[src/rtl/cronometer_display.sv]
// ---------------------------------------------------------------------------------------------
// cronometer_display
//   Display/alarm back-end for the countdown cronometer. The BCD digits are sampled on each
//   1 ms tick and shown on four active-low 7-segment outputs as M.SS.d (hex3..hex0). A 4-state
//   FSM selects the display mode:
//     RUN  : steady digits
//     WARN : fast blink, entered when less than WARN_SECONDS seconds remain
//     WON  : frozen digits
//     OVER : blinking 0.00.0 with the alarm LED toggling
//
// Parameters
//   BLINK_MS      half-period of the OVER blink and alarm LED toggle, in tick_1ms pulses
//   WARN_BLINK_MS half-period of the WARN blink, in tick_1ms pulses
//   WARN_SECONDS  WARN threshold in seconds; the minute digit must also be zero (1..59)
//
// Ports
//   clk            in   system clock
//   reset_n        in   asynchronous active-low reset
//   tick_1ms       in   one-clock pulse every millisecond
//   min_unidade    in   BCD minutes
//   seg_dezena     in   BCD seconds tens
//   seg_unidade    in   BCD seconds units
//   ms_decimos     in   BCD tenths of a second
//   time_over      in   countdown expired (level)
//   game_won       in   game won (level or pulse)
//   hex3..hex0     out  active-low segments {g,f,e,d,c,b,a}
//   led_alarm      out  alarm LED, active-high
//   display_state  out  00 RUN, 01 WARN, 10 WON, 11 OVER
//
// Build option
//   DISPLAY_LZ_BLANK_EN : blank leading zeros (hex3, then hex2) while in RUN/WARN.
// ---------------------------------------------------------------------------------------------
module cronometer_display #(
  parameter int unsigned BLINK_MS      = 250,
  parameter int unsigned WARN_BLINK_MS = 100,
  parameter int unsigned WARN_SECONDS  = 10
) (
  input  logic       clk,
  input  logic       reset_n,
  input  logic       tick_1ms,
  input  logic [3:0] min_unidade,
  input  logic [3:0] seg_dezena,
  input  logic [3:0] seg_unidade,
  input  logic [3:0] ms_decimos,
  input  logic       time_over,
  input  logic       game_won,
  output logic [6:0] hex3,
  output logic [6:0] hex2,
  output logic [6:0] hex1,
  output logic [6:0] hex0,
  output logic       led_alarm,
  output logic [1:0] display_state
);

  localparam int unsigned MaxHalf = (BLINK_MS > WARN_BLINK_MS) ? BLINK_MS : WARN_BLINK_MS;
  localparam int unsigned CntW    = (MaxHalf > 1) ? $clog2(MaxHalf) : 1;

  localparam logic [CntW-1:0] BlinkLast = CntW'(BLINK_MS - 1);
  localparam logic [CntW-1:0] WarnLast  = CntW'(WARN_BLINK_MS - 1);

  localparam logic [6:0] SegBlank = 7'h7F;
  localparam logic [6:0] SegZero  = 7'h40;

  typedef enum logic [1:0] {
    StRun  = 2'b00,
    StWarn = 2'b01,
    StWon  = 2'b10,
    StOver = 2'b11
  } state_e;

  state_e state_q, state_d;

  logic [3:0] snap_min_q, snap_sd_q, snap_su_q, snap_ms_q;
  logic       snap_en;

  logic [CntW-1:0] cnt_q, cnt_d;
  logic            phase_q, phase_d;
  logic [CntW-1:0] half_last;

  logic [6:0] hex3_q, hex2_q, hex1_q, hex0_q;
  logic [6:0] hex3_d, hex2_d, hex1_d, hex0_d;
  logic       led_q, led_d;

  logic [6:0] seconds;
  logic       digits_valid;
  logic       warn_cond;

  // BCD to active-low 7-segment; non-decimal codes show a dash.
  function automatic logic [6:0] seg_decode(input logic [3:0] digit);
    logic [6:0] seg;
    case (digit)
      4'd0:    seg = 7'h40;
      4'd1:    seg = 7'h79;
      4'd2:    seg = 7'h24;
      4'd3:    seg = 7'h30;
      4'd4:    seg = 7'h19;
      4'd5:    seg = 7'h12;
      4'd6:    seg = 7'h02;
      4'd7:    seg = 7'h78;
      4'd8:    seg = 7'h00;
      4'd9:    seg = 7'h10;
      default: seg = 7'h3F;
    endcase
    return seg;
  endfunction

  // -------------------------------------------------------------------------------------------
  // Digit snapshot: follows the inputs on ticks only while the countdown is live.
  // -------------------------------------------------------------------------------------------
  assign snap_en = tick_1ms && ((state_q == StRun) || (state_q == StWarn));

  always_ff @(posedge clk or negedge reset_n) begin
    if (!reset_n) begin
      snap_min_q <= 4'hF;
      snap_sd_q  <= 4'hF;
      snap_su_q  <= 4'hF;
      snap_ms_q  <= 4'hF;
    end else if (snap_en) begin
      snap_min_q <= min_unidade;
      snap_sd_q  <= seg_dezena;
      snap_su_q  <= seg_unidade;
      snap_ms_q  <= ms_decimos;
    end
  end

  // Remaining-seconds check uses only the snapshot so the FSM sees a coherent time value.
  assign digits_valid = (snap_min_q <= 4'd9) && (snap_sd_q <= 4'd9) &&
                        (snap_su_q <= 4'd9) && (snap_ms_q <= 4'd9);
  assign seconds      = ({3'b000, snap_sd_q} * 7'd10) + {3'b000, snap_su_q};
  assign warn_cond    = digits_valid && (snap_min_q == 4'd0) &&
                        (seconds < 7'(WARN_SECONDS));

  // -------------------------------------------------------------------------------------------
  // Display FSM
  // -------------------------------------------------------------------------------------------
  always_ff @(posedge clk or negedge reset_n) begin
    if (!reset_n) begin
      state_q <= StRun;
    end else begin
      state_q <= state_d;
    end
  end

  always_comb begin
    state_d = state_q;
    if (time_over) begin
      state_d = StOver;
    end else if (((state_q == StRun) || (state_q == StWarn)) && game_won) begin
      state_d = StWon;
    end else if ((state_q == StRun) && warn_cond) begin
      state_d = StWarn;
    end
  end

  // -------------------------------------------------------------------------------------------
  // Blink timebase: restarts visible on every state change.
  // -------------------------------------------------------------------------------------------
  assign half_last = (state_q == StWarn) ? WarnLast : BlinkLast;

  always_comb begin
    cnt_d   = cnt_q;
    phase_d = phase_q;
    if (state_d != state_q) begin
      cnt_d   = '0;
      phase_d = 1'b1;
    end else if (tick_1ms) begin
      // >= keeps the counter bounded even if it holds a value above the current wrap point.
      if (cnt_q >= half_last) begin
        cnt_d   = '0;
        phase_d = ~phase_q;
      end else begin
        cnt_d = cnt_q + 1'b1;
      end
    end
  end

  always_ff @(posedge clk or negedge reset_n) begin
    if (!reset_n) begin
      cnt_q   <= '0;
      phase_q <= 1'b1;
    end else begin
      cnt_q   <= cnt_d;
      phase_q <= phase_d;
    end
  end

  // -------------------------------------------------------------------------------------------
  // Output selection (registered below)
  // -------------------------------------------------------------------------------------------
  always_comb begin
    logic [6:0] dig3, dig2, dig1, dig0;
    logic [6:0] run3, run2;

    dig3 = seg_decode(snap_min_q);
    dig2 = seg_decode(snap_sd_q);
    dig1 = seg_decode(snap_su_q);
    dig0 = seg_decode(snap_ms_q);

    run3 = dig3;
    run2 = dig2;
`ifdef DISPLAY_LZ_BLANK_EN
    if (snap_min_q == 4'd0) begin
      run3 = SegBlank;
      if (snap_sd_q == 4'd0) begin
        run2 = SegBlank;
      end
    end
`endif

    hex3_d = SegBlank;
    hex2_d = SegBlank;
    hex1_d = SegBlank;
    hex0_d = SegBlank;
    led_d  = 1'b0;

    unique case (state_q)
      StRun: begin
        hex3_d = run3;
        hex2_d = run2;
        hex1_d = dig1;
        hex0_d = dig0;
      end
      StWarn: begin
        if (phase_q) begin
          hex3_d = run3;
          hex2_d = run2;
          hex1_d = dig1;
          hex0_d = dig0;
        end
      end
      StWon: begin
        hex3_d = dig3;
        hex2_d = dig2;
        hex1_d = dig1;
        hex0_d = dig0;
      end
      StOver: begin
        if (phase_q) begin
          hex3_d = SegZero;
          hex2_d = SegZero;
          hex1_d = SegZero;
          hex0_d = SegZero;
        end
        led_d = phase_q;
      end
      default: begin
        led_d = 1'b0;
      end
    endcase
  end

  always_ff @(posedge clk or negedge reset_n) begin
    if (!reset_n) begin
      hex3_q <= SegBlank;
      hex2_q <= SegBlank;
      hex1_q <= SegBlank;
      hex0_q <= SegBlank;
      led_q  <= 1'b0;
    end else begin
      hex3_q <= hex3_d;
      hex2_q <= hex2_d;
      hex1_q <= hex1_d;
      hex0_q <= hex0_d;
      led_q  <= led_d;
    end
  end

  assign hex3          = hex3_q;
  assign hex2          = hex2_q;
  assign hex1          = hex1_q;
  assign hex0          = hex0_q;
  assign led_alarm     = led_q;
  assign display_state = state_q;

endmodule

[config.mk]
export PLATFORM = sky130hd
export DESIGN_NAME = cronometer_display
export DESIGN_NICKNAME = d
export VERILOG_FILES = /design/src/rtl/cronometer_display.sv
export SDC_FILE = /design/constraint.sdc
export NUM_CORES = 1
export LEC_CHECK = 0
export ABC_AREA = 1
export CAP_MARGIN = 25
export CORE_MARGIN = 5
export CORE_UTILIZATION = 50
export DETAILED_ROUTE_END_ITERATION = 8
export PLACE_DENSITY = 0.75
export SYNTH_ARGS = -nofsm -noshare
export SYNTH_HDL_FRONTEND = slang
export SYNTH_SLANG_ARGS = --single-unit
[constraint.sdc]
create_clock -name clk -period 8.03 [get_ports clk]
set_input_delay 0.803 -clock clk [delete_from_list [all_inputs] [get_ports clk]]
set_output_delay 0.803 -clock clk [all_outputs]
set_load 0.03 [all_outputs]
## Yosys cells after proc, flatten, opt, wreduce, memory -nomap -nowiden

Memory sizes are Yosys's and may differ from the RTL's.
Cells that the tools add are included.

- ROM bits: 448
- Memories: 4
- Logic and storage cells: 65
- Input port bits: 21
- Output and inout port bits: 31
- Flip-flop bits (word level): 56

- $add $sub $neg: 2
- Equality and inequality tests: 4
- Muxes and demuxes: 20
- Bitwise logic cells: 1
- Multiply operators: 1
- $lt $le $gt $ge: 6
- Reduce and logical (&&, ||, !) cells: 15

Memory list:

| name | depth | width | read ports | clocked after Yosys merged registers in | write ports | line | RTL |
|---|---|---|---|---|---|---|---|
| (name not given) | 16 | 7 | 1 | 0 | 0 | 91 | `case (digit)` |
| (name not given) | 16 | 7 | 1 | 0 | 0 | 91 |  |
| (name not given) | 16 | 7 | 1 | 0 | 0 | 91 |  |
| (name not given) | 16 | 7 | 1 | 0 | 0 | 91 |  |

Operators by type and width:

| cell | count |
|---|---|
| $pmux W7 S3 | 4 |
| $mux W8 | 4 |
| $mux W7 | 4 |
| $le A4 B4 Y1 const B | 4 |
| $add A8 B1 Y8 const B | 1 |
| $ge A8 B8 Y1 | 1 |
| $logic_and A1 B1 Y1 | 8 |
| $add A7 B4 Y7 | 1 |
| $lt A7 B4 Y1 const B | 1 |
| $mul A4 B3 Y6 const B | 1 |
| $mux W2 | 3 |
| $mux W6 | 1 |
| $eq A2 B2 Y1 const B | 2 |
| $logic_not A4 Y1 | 1 |
| $mux W1 | 4 |
| $reduce_bool A2 Y1 | 2 |
| $eq A2 B1 Y1 const B | 1 |
| $logic_not A2 Y1 | 1 |
| $ne A2 B2 Y1 | 1 |
| $reduce_and A2 Y1 | 1 |
| $reduce_or A2 Y1 | 1 |
| $logic_or A1 B1 Y1 | 1 |
| $not A1 Y1 | 1 |

## Logic depth before layout (Yosys ltp)

Gate-level depths: netlist of run 1.

- Depth in word-level cells: 13
- Depth in mapped cells: 16
- Mapped depth without buffers: 15

## Least setup slack after synthesis of run 1

Ideal clock, no wire load.

- Path type: register -> register
- Start point: register snap_sd_q[1]
- End point: register cnt_q[6]
- Setup slack: 5.436 ns
- Clock period less this slack: 2.594 ns
- Required time: 7.911 ns
- Data arrival time: 2.475 ns
- Cell stages (with the launch flop): 16
- Cells stage by stage: dfstp_2 ha_1 ha_1 fa_1 nand2_1 inv_1 nand3_1 nand2_1 nand3_2 nand2_2 nand3_2 and2_4 buf_6 buf_8 nand4_1 nand2_1

- Cells in the longest elaborated chain, start to end: 12
- Elaborated cells on any way between the ends: 16
- Those cells by class: 1 x add/sub; 1 x mul; 2 x order compare; 1 x eq/ne; 4 x mux; 7 x reduce/logical

Ends and longest elaborated chain:

| item | line | RTL |
|---|---|---|
| from (decl) | 73 | `logic [3:0] snap_min_q, snap_sd_q, snap_su_q, snap_ms_q;` |
| from (signal assigned) | 120 | `snap_sd_q <= seg_dezena;` |
| branches (longest 5 deep; another with $add A7 B4 Y7) | - |  |
| $logic_and A1 B1 Y1 * | 130 | `assign warn_cond = digits_valid && (snap_min_q == 4'd0) &&` |
| $logic_and A1 B1 Y1 * | 150 | `end else if ((state_q == StRun) && warn_cond) begin` |
| $mux W2 * | 150 |  |
| $mux W2 * | 148 | `end else if (((state_q == StRun) \|\| (state_q == StWarn)) && game_won) begin` |
| $mux W2 * | 146 | `if (time_over) begin` |
| $ne A2 B2 Y1 * | 163 | `if (state_d != state_q) begin` |
| $mux W8 / $reduce_bool A2 Y1 (equally long branches) | - |  |
| to (signal assigned) | 182 | `cnt_q <= cnt_d;` |
| to (decl) | 76 | `logic [CntW-1:0] cnt_q, cnt_d;` |

Mark *: on every way between the ends.
A chain may end at the register's enable or synchronous reset.

## Final worst setup path of run 1

- Start point: register snap_sd_q[1]
- End point: register cnt_q[7]

Same word-level chain as after synthesis.

==> results.sh, run 1 <==
export IMPL_status="finished, final reports clean"
export IMPL_floorplan_initialDensity=0.514
export IMPL_synth_seq_cells=56
export IMPL_syn_area_um2=3290
export IMPL_grt_ovfl_total=0
export IMPL_crit_arrival_ns=2.81
export IMPL_syn_inst=376
export IMPL_ant_nets=0
export IMPL_postLayoutCellArea_um2=3940
export IMPL_min_period_over_period=0.324
export IMPL_synth_nets=432
export IMPL_maxCapViolations=0
export IMPL_post_cts_resize_count=0
export IMPL_worstSetupStartpointType="flop"
export IMPL_portBuffers=51
export IMPL_synth_async_reset_ratio=1.00
export IMPL_gp_congestion=0.825
export IMPL_synth_top_family_by_area="simple AND/OR/NAND/NOR gates"
export IMPL_dieArea_um2=8290
export IMPL_dieWidth_um=91.1
export IMPL_drive_gt1_frac=0.165
export IMPL_cts_buffers=5
export IMPL_synth_distinct_cells=37
export IMPL_multiInputGateArea_um2=1620
export IMPL_ys_flop_type="dfstp_2"
export IMPL_wl_per_cell_um=14.0
export IMPL_synth_edf_count=0
export IMPL_cp_max_fo=16
export IMPL_slew_headroom=0.321
export IMPL_cts_clk_slew_worst_paths_ns=0.10
export IMPL_synth_compound_area_frac=0.132
export IMPL_required_ns=8.24
export IMPL_finalHoldWorstSlack_ns=0.517
export IMPL_die_h_um=91.1
export IMPL_ys_warn_count=0
export IMPL_grt_max_degree=57
export IMPL_clock_path_buffers=2
export IMPL_max_freq_mhz=384
export IMPL_area_growth_pct=19.8
export IMPL_synth_xor_area_frac=0.0160
export IMPL_cts_tree="yes"
export IMPL_critPathCaptureType="flop"
export IMPL_fin_skew_ns=0.00711
export IMPL_clkSinkCount=56
export IMPL_routed_wl_mm=7.02
export IMPL_coreArea_um2=6390
export IMPL_num_vias=2733
export IMPL_layout_nets=480
export IMPL_hp_class="flop to flop"
export IMPL_antenna_found_initial=0
export IMPL_syn_area_per_cell_um2=8.74
export IMPL_ir_drop_uv=99.8
export IMPL_synth_simple_area_share=0.208
export IMPL_ys_seq_area_frac=0.444
export IMPL_post_cts_buffers=0
export IMPL_hold_buffers=0
export IMPL_dpl_cell_area_um2=3830
export IMPL_tns_ns=0
export IMPL_viasPerCell=5.44
export IMPL_synthMuxAreaShare=0
export IMPL_grt_pass1_vias=2720
export IMPL_dp_cells=494
export IMPL_fin_crit_ns=2.60
export IMPL_ff_latch_area_um2=1460
export IMPL_leakagePower_nw=1.85
export IMPL_cts_root_buf="clkbuf_8"
export IMPL_path_delay_family="adder cells"
export IMPL_diodes=0
export IMPL_crit_top_cell="nand2_1"
export IMPL_htree_levels=2
export IMPL_hpwl_mm=5.13
export IMPL_worst_slew_pin_slew_ns=1.02
export IMPL_power_density_nw_per_um2=187
export IMPL_hold_viol_final=0
export IMPL_worst_path_buf_inv=1
export IMPL_crit_path_cell_trace="ha_1 -> ha_1 -> fa_1 -> nand2_1 -> inv_1 -> nand3_1 -> nand2_1 -> nand3_2 -> nand2_2 -> nand3_2 -> and2_4 -> nand4_1 -> nand2_1"
export IMPL_synthAdderAreaFrac=0.138
export IMPL_fillers=532
export IMPL_clock_latency_ns=0.31
export IMPL_slew_violations=0
export IMPL_drc=0
export IMPL_crit_type="flop to flop"
export IMPL_rsz0062_at_grt="no"
export IMPL_cp_slowest_cell="dfstp_2"
export IMPL_drt_initial_drc_count=82
export IMPL_final_cells=502
export IMPL_track_usage=0.176
export IMPL_firstDrtPassIters=5
export IMPL_io_pins=52
export IMPL_grt_first_pass_wirelength_mm=12.2
export IMPL_finalSetupViolations=0
export IMPL_row_count=29
export IMPL_max_stage_delay_ns=0.60
[cell usage in the layout, fill, tap and decap left out, drive strengths merged]
| cell | count |
|---|---|
| a31oi | 5 |
| inv | 36 |
| and2 | 1 |
| clkbuf | 6 |
| a21oi | 36 |
| o31ai | 3 |
| dfstp | 45 |
| a22oi | 1 |
| xor2 | 5 |
| nand4 | 20 |
| clkinv | 2 |
| o2111ai | 1 |
| or2 | 4 |
| a21boi | 1 |
| xnor2 | 1 |
| bufinv | 1 |
| nor2 | 46 |
| nor3b | 1 |
| a41o | 1 |
| ha | 33 |
| clkdlybuf4s50 | 50 |
| dfrtp | 11 |
| fa | 2 |
| nor3 | 2 |
| nand3 | 21 |
| o21ai | 31 |
| o21a | 1 |
| buf | 2 |
| nand2 | 56 |
[cell usage after synthesis (2+ instances only)]
| cell | number | area [µm²] |
|---|---|---|
| a31oi_1 | 5 | 31.3 |
| o21ai_0 | 31 | 155 |
| nor2_2 | 2 | 12.5 |
| inv_2 | 4 | 15.0 |
| nand2_1 | 55 | 206 |
| ha_1 | 33 | 413 |
| dfrtp_1 | 11 | 275 |
| clkbuf_1 | 5 | 18.8 |
| nand3_1 | 19 | 95.1 |
| xor2_1 | 5 | 43.8 |
| or2_2 | 4 | 25.0 |
| o31ai_1 | 3 | 22.5 |
| nor2_1 | 44 | 165 |
| dfstp_2 | 45 | 1180 |
| fa_1 | 2 | 40.0 |
| nand3_2 | 2 | 20.0 |
| nand4_1 | 20 | 125 |
| nor3_1 | 2 | 10.0 |
| a21oi_1 | 35 | 175 |
| inv_1 | 31 | 116 |
| buf_1 | 2 | 7.51 |
[cell families (layout without fill, tap and decap cells)]
group                      count (synthesis)  after routing
and+or+nand+nor                          151            151
buffers and inverters                     48             97
AOI/OAI and AO/OA                         80             80
xor gates and xnor gates                   6              6
adders and majority gates                 35             35
DFF                                       56             56
[registers in the layout, summed over array words and instances (netlist names)]
name,cells
cnt_q,8
display_state,2
hex0,7
hex1,7
hex2,7
hex3,7
led_alarm,1
phase_q,1
snap_min_q,4
snap_ms_q,4
snap_sd_q,4
snap_su_q,4
[per-stage QoR]
| step | total power (W) | util | setup slack [ns] |
|---|---|---|---|
| floorplan | 0.000484 | - | 5.44 |
| global placement | 0.000555 | 0.600 | 5.41 |
| detailed placement | 0.000560 | 0.600 | 5.37 |
| CTS | 0.000745 | 0.617 | 5.42 |
| global route | 0.000787 | 0.617 | 5.20 |
| finish | 0.000738 | 0.617 | 5.43 |
[worst paths after layout]
kind / from / to / slack [ns] / cells past startpoint
setup / recovery: snap_sd_q[1]$_DFFE_PN1P_ / cnt_q[7]$_DFFE_PN0P_ / 5.43 / 13
hold / removal: phase_q$_DFFE_PN1P_ / led_alarm$_DFF_PN0_ / 0.52 / 2
setup reg to reg: snap_sd_q[1]$_DFFE_PN1P_ / cnt_q[7]$_DFFE_PN0P_ / 5.43 / 13
hold reg to reg: phase_q$_DFFE_PN1P_ / led_alarm$_DFF_PN0_ / 0.52 / 2
max in group asynchronous: reset_n / display_state[1]$_DFF_PN0_ / 6.97 / 2
min in group asynchronous: reset_n / cnt_q[5]$_DFFE_PN0P_ / 0.62 / 2
[tightest hold or removal path: stages (launching register included)]
cell	delay, ns
dfstp_2	0.40
inv_1	0.05
nor2_1	0.04
[layer usage]
layer | vias up | routed length [µm] | global-route usage
met3 | 8 | 482 | 0.0504
li1 | 1357 | - | -
met2 | 78 | 3370 | 0.293
met4 | 0 | 82 | 0.0440
met1 | 1290 | 3080 | 0.225
met5 | - | 0 | 0
[report_power, final]
part,switching (W),total [W],internal [W]
Clock,0.0000904,0.000183,0.0000927
Combinational,0.000113,0.000195,0.0000817
Sequential,0.0000276,0.000360,0.000332
Total,0.000231,0.000738,0.000507
[cell type report]
type	instances	share of cell area
Clock buffer	6	0.0184
Multi-Input combinational cell	272	0.412
Clock inverter	2	0.00890
Sequential cell	56	0.370
Tap cell	77	0.0245
Timing Repair Buffer	52	0.130
Inverter	37	0.0359
No activity file was read; power rests on OpenSTA's default activity.
==> run 2: changes to the inputs <==
Clock period 8.03 ns to 2.4 ns, I/O delays scaled along.
==> run 2 against run 1 <==
  * Die area unchanged
  * Critical path depth unchanged
  * Setup slack lost 5.4 ns
  * Critical path type unchanged
==> results.sh, run 2 (synthesized netlist as in run 1, its figures left out) <==
export IMPL_max_freq_mhz=418
export IMPL_dieWidth_um=91.1
export IMPL_layout_nets=492
export IMPL_postLayoutCellArea_um2=4080
export IMPL_routed_wl_mm=7.18
export IMPL_dp_slack_ns=-0.0408
export IMPL_area_growth_pct=24.0
export IMPL_antenna_found_initial=0
export IMPL_htree_levels=2
export IMPL_cp_endpoint="cnt_q[4]$_DFFE_PN0P_"
export IMPL_io_pins=52
export IMPL_viasPerCell=5.41
export IMPL_grt_pass1_vias=2675
export IMPL_drive_gt1_frac=0.197
export IMPL_max_stage_delay_ns=0.57
export IMPL_critPathLaunch="snap_sd_q[1]$_DFFE_PN1P_"
export IMPL_cts_buffers=5
export IMPL_clkSinkCount=56
export IMPL_dpl_cell_area_um2=3930
export IMPL_portBuffers=51
export IMPL_fin_util=0.638
export IMPL_setup_reg_to_reg_worst_slack_ns=0.006
export IMPL_clock_path_buffers=2
export IMPL_reg2reg_depth=13
export IMPL_hold_viol_final=0
export IMPL_gp_congestion=0.871
export IMPL_met2_usage=0.295
export IMPL_finalHoldWorstSlack_ns=0.402
export IMPL_post_cts_buffers=0
export IMPL_cp_max_fo=8
export IMPL_status="finished, final reports clean"
export IMPL_ant_nets=0
export IMPL_grt_max_degree=33
export IMPL_grt_met1_usage=0.225
export IMPL_cts_root_buf="clkbuf_8"
export IMPL_crit_type="flop to flop"
export IMPL_worstSetupStartpointType="flop"
export IMPL_cp_slowest_cell="dfstp_2"
export IMPL_cts_clk_slew_worst_paths_ns=0.10
export IMPL_worst_slew_pin_slew_ns=0.635
export IMPL_grt_first_pass_wirelength_mm=12.0
export IMPL_mostFrequentLayoutCell="nand2_1"
export IMPL_hpwl_mm=5.27
export IMPL_globalRouteMet3Util=0.0306
export IMPL_r2r_start="snap_sd_q[1]$_DFFE_PN1P_"
export IMPL_cts_tree="yes"
export IMPL_crit_path_cell_trace="ha_4 -> ha_4 -> fa_1 -> nand2_1 -> inv_2 -> nand3_1 -> nand2_1 -> nand3_2 -> nand2_2 -> nand3_4 -> and2_4 -> nand4_1 -> nand2_1"
export IMPL_row_count=29
export IMPL_clock_latency_ns=0.31
export IMPL_ir_drop_uv=379
export IMPL_fin_skew_ns=0.00892
export IMPL_crit_top_cell="nand2_1"
export IMPL_rsz0062_at_grt="yes"
export IMPL_crit_arrival_ns=2.60
export IMPL_dieArea_um2=8290
export IMPL_power_density_nw_per_um2=612
export IMPL_busiest_layer="met2"
export IMPL_hp_class="input port to async pin"
export IMPL_grt_ovfl_total=0
export IMPL_fin_crit_ns=2.39
export IMPL_min_period_over_period=0.997
export IMPL_wl_per_cell_um=14.0
export IMPL_diodes=0
export IMPL_firstDrtPassIters=4
export IMPL_maxCapViolations=0
export IMPL_critPathCaptureType="flop"
export IMPL_final_cell_mix="nand2_1, clkdlybuf4s50_1, dfstp_2, nor2_1, a21oi_1"
export IMPL_regMostFlops="cnt_q"
export IMPL_track_usage=0.174
export IMPL_coreArea_um2=6390
export IMPL_slew_violations=0
export IMPL_num_vias=2780
export IMPL_floorplan_initialDensity=0.514
export IMPL_drt_initial_drc_count=118
export IMPL_largest_reg_flops=8
export IMPL_finalSetupViolations=0
export IMPL_worst_slack_ns=0.00637
export IMPL_required_ns=2.61
export IMPL_die_h_um=91.1
export IMPL_slew_headroom=0.576
export IMPL_leakagePower_nw=1.91
export IMPL_r2r_end="cnt_q[4]$_DFFE_PN0P_"
export IMPL_drc=0
[run 2: cell count changes in the layout (fill, tap and decap cells not counted)]
cell / before / now
xor2_1: 5 / 4
ha_4: 0 / 2
clkbuf_1: 1 / 0
ha_1: 33 / 31
nand3_2: 2 / 1
nand3_4: 0 / 1
inv_1: 31 / 30
inv_2: 4 / 5
clkinvlp_4: 0 / 1
buf_4: 1 / 11
dlygate4sd3_1: 0 / 1
xor2_2: 0 / 1
and2_4: 1 / 2
[run 2: timing repair]
item	4_1_cts	5_1_grt
pin swaps	1	1
resized for setup	3	1
gates cloned	1	0
hold endpoints to repair	10	0
setup endpoints to repair	8	9
hold buffers	1	0
[run 2: per-layer routing]
metal / wire, µm / up-vias
met4: 69 / 0
met5: 0 / -
met3: 440 / 5
met2: 3480 / 72
li1: - / 1387
met1: 3190 / 1316
[run 2: worst min-delay path by stage]
stage | cells past startpoint | to | slack [ns]
finish | 2 | display_state[1]$_DFF_PN0_ | 0.40
global route | 2 | led_alarm$_DFF_PN0_ | 0.44
CTS | 2 | display_state[1]$_DFF_PN0_ | 0.42
detailed placement | 1 | display_state[1]$_DFF_PN0_ | 0.21
global placement | 1 | led_alarm$_DFF_PN0_ | 0.22
floorplan | 0 | cnt_q[0]$_DFFE_PN0P_ | -0.06
[run 2: final cells by class]
cell class	instances	area, µm²
well taps	77	96.3
clock buffers	5	68.8
inverters	37	141
clock inverters	3	42.5
flip-flops and latches	56	1460
repair buffers	63	598
fillers	563	2310
multi-input cells	273	1670
[run 2: report_power, final]
| group | leakage [nW] | switching, W | internal, W |
|---|---|---|---|
| registers | 0.608 | 0.0000875 | 0.00111 |
| logic | 1.25 | 0.000387 | 0.000288 |
| clock network | 0.0541 | 0.000310 | 0.000309 |
| total | 1.91 | 0.000784 | 0.00171 |
[run 2: through the flow]
stage               power (W)  std cells  setup TNS, ns
finish                0.00249        514              0
global route          0.00265        514          -1.05
CTS                   0.00252        514              0
detailed placement    0.00189        504         -0.223
global placement      0.00187        504              0
floorplan             0.00163        376         -0.958
[run 2: worst max-delay path, delay by kind of cell (launching register included)]
family                     cells  cell delay [ns]
adders and majority gates      3             0.87
and+or+nand+nor                9             0.78
DFF                            1             0.57
buffers and inverters          1             0.06
==> run 3: changes to the inputs <==
Settings changed: CORE_MARGIN 5 to not set, CTS_CLUSTER_DIAMETER set to 30.
==> run 3 against run 2 <==
  * The flow now finishes with violations (setup timing)
  * Highest routed layer unchanged
  * Combinational power is 0.7% lower
  * Worst hold slack worse by 0.0065 ns
  * Via count is 2.0% higher
  * Wire length is 1.5% higher
  * Die area is 17% lower
  * Sequential power hardly changed
  * Largest power group unchanged
  * Sequential cell count stayed put
  * Sequential share of layout area is 0.28 points higher
  * Critical path type unchanged
  * Critical path depth stayed put
  * Global-route usage is 5.6 points higher
==> results.sh, run 3 (synthesized netlist as in run 1, its figures left out) <==
export IMPL_status="finished with violations"
export IMPL_violations="setup timing"
export IMPL_hp_class="input port to async pin"
export IMPL_max_freq_mhz=415
export IMPL_r2r_end="cnt_q[6]$_DFFE_PN0P_"
export IMPL_htree_levels=2
export IMPL_min_period_over_period=1.00
export IMPL_firstDrtPassIters=4
export IMPL_finalSetupViolations=3
export IMPL_clkSinkCount=56
export IMPL_diodes=0
export IMPL_mostFrequentLayoutCell="nand2_1"
export IMPL_cts_tree="yes"
export IMPL_drive_gt1_frac=0.192
export IMPL_coreArea_um2=6350
export IMPL_clock_latency_ns=0.32
export IMPL_row_count=29
export IMPL_dieArea_um2=6900
export IMPL_reg2reg_depth=13
export IMPL_gp_congestion=0.843
export IMPL_worst_slack_ns=-0.00883
export IMPL_dieWidth_um=83.1
export IMPL_die_h_um=83.1
export IMPL_regMostFlops="cnt_q"
export IMPL_ant_nets=0
export IMPL_worst_slew_pin_slew_ns=0.596
export IMPL_num_vias=2836
export IMPL_crit_arrival_ns=2.62
export IMPL_wl_per_cell_um=14.2
export IMPL_required_ns=2.61
export IMPL_cts_root_buf="clkbuf_8"
export IMPL_area_growth_pct=23.1
export IMPL_layout_nets=492
export IMPL_routed_wl_mm=7.29
export IMPL_ir_drop_uv=330
export IMPL_critPathCaptureType="flop"
export IMPL_slew_violations=0
export IMPL_cts_clk_slew_worst_paths_ns=0.10
export IMPL_slew_headroom=0.602
export IMPL_portBuffers=51
export IMPL_dp_cells=504
export IMPL_antenna_found_initial=0
export IMPL_grt_max_degree=33
export IMPL_clock_path_buffers=2
export IMPL_track_usage=0.230
export IMPL_rsz0062_at_grt="yes"
export IMPL_r2r_start="snap_sd_q[1]$_DFFE_PN1P_"
export IMPL_drc=0
export IMPL_crit_type="flop to flop"
export IMPL_fin_crit_ns=2.41
export IMPL_floorplan_initialDensity=0.517
export IMPL_worstSetupStartpointType="flop"
export IMPL_io_pins=52
export IMPL_post_cts_buffers=0
export IMPL_drt_initial_drc_count=196
export IMPL_final_cells=514
export IMPL_setup_reg_to_reg_worst_slack_ns=-0.009
export IMPL_tns_ns=-0.0183
export IMPL_cts_buffers=5
export IMPL_maxCapViolations=0
export IMPL_leakagePower_nw=1.89
export IMPL_final_cell_mix="nand2_1, clkdlybuf4s50_1, dfstp_2, nor2_1, a21oi_1"
export IMPL_report_power_total_w=0.00239
export IMPL_fillers=530
export IMPL_finalHoldWorstSlack_ns=0.395
export IMPL_cp_max_fo=8
export IMPL_viasPerCell=5.52
export IMPL_hpwl_mm=5.29
export IMPL_grt_pass1_vias=2789
export IMPL_grt_ovfl_total=0
export IMPL_grt_first_pass_wirelength_mm=12.8
export IMPL_fin_skew_ns=0.0108
export IMPL_power_density_nw_per_um2=590
export IMPL_hold_viol_final=0
export IMPL_largest_reg_flops=8
[run 3: what timing repair did]
action / CTS / global route
hold buffers: 1 / 0
endpoints found under the setup margin: 8 / 9
pin swaps: 3 / 3
endpoints found under the hold margin: 2 / 0
resized for setup: 2 / 1
cloned: 1 / 0
[run 3: cell type report]
cell class,instances,area (µm²),share of cell area
inverter,37,141,0.0350
tap,77,96.3,0.0238
clock inverter,2,12.5,0.00309
clock buffer,6,72.6,0.0179
sequential,56,1460,0.360
multi-input combinational,273,1670,0.412
timing repair buffer,63,598,0.148
[run 3: stage by stage]
step | utilization | instance area [µm²] | worst slack, ns
after floorplan | - | 3310 | -0.122
after global placement | 0.619 | 3930 | 0.0363
after detailed placement | 0.619 | 3930 | -0.0751
after CTS | 0.636 | 4040 | -0.0128
after global routing | 0.637 | 4040 | -0.159
final | 0.637 | 4040 | -0.00883
[run 3: report_power, final]
group / internal, W / switching, W / leakage (nW)
clock network: 0.000205 / 0.000306 / 0.0412
logic: 0.000287 / 0.000383 / 1.25
registers: 0.00111 / 0.0000944 / 0.608
[run 3: per-layer routing]
metal  global-route usage  up-vias  part of all wire
met5                    0        -                 0
met4               0.0580        0             0.014
met3               0.0408       11             0.046
met2                0.382       88              0.50
met1                0.311     1351              0.44
li1                     -     1386                 -
[run 3: worst max-delay path by stage]
stage | start | to
2_1_floorplan | snap_sd_q[3]$_DFFE_PN1P_ | cnt_q[6]$_DFFE_PN0P_
3_3_place_gp | snap_sd_q[1]$_DFFE_PN1P_ | cnt_q[2]$_DFFE_PN0P_
3_5_place_dp | snap_sd_q[1]$_DFFE_PN1P_ | cnt_q[5]$_DFFE_PN0P_
4_1_cts | snap_sd_q[1]$_DFFE_PN1P_ | cnt_q[6]$_DFFE_PN0P_
5_1_grt | snap_sd_q[1]$_DFFE_PN1P_ | cnt_q[0]$_DFFE_PN0P_
6_report | snap_sd_q[1]$_DFFE_PN1P_ | cnt_q[6]$_DFFE_PN0P_
[run 3: critical path: stages, from the launching register on]
cell,delay [ns]
dfstp_2,0.58
ha_4,0.21
ha_4,0.15
fa_1,0.52
nand2_1,0.06
inv_1,0.06
nand3_1,0.07
nand2_1,0.08
nand3_2,0.07
nand2_2,0.08
nand3_4,0.08
and2_4,0.18
nand4_1,0.08
nand2_1,0.07
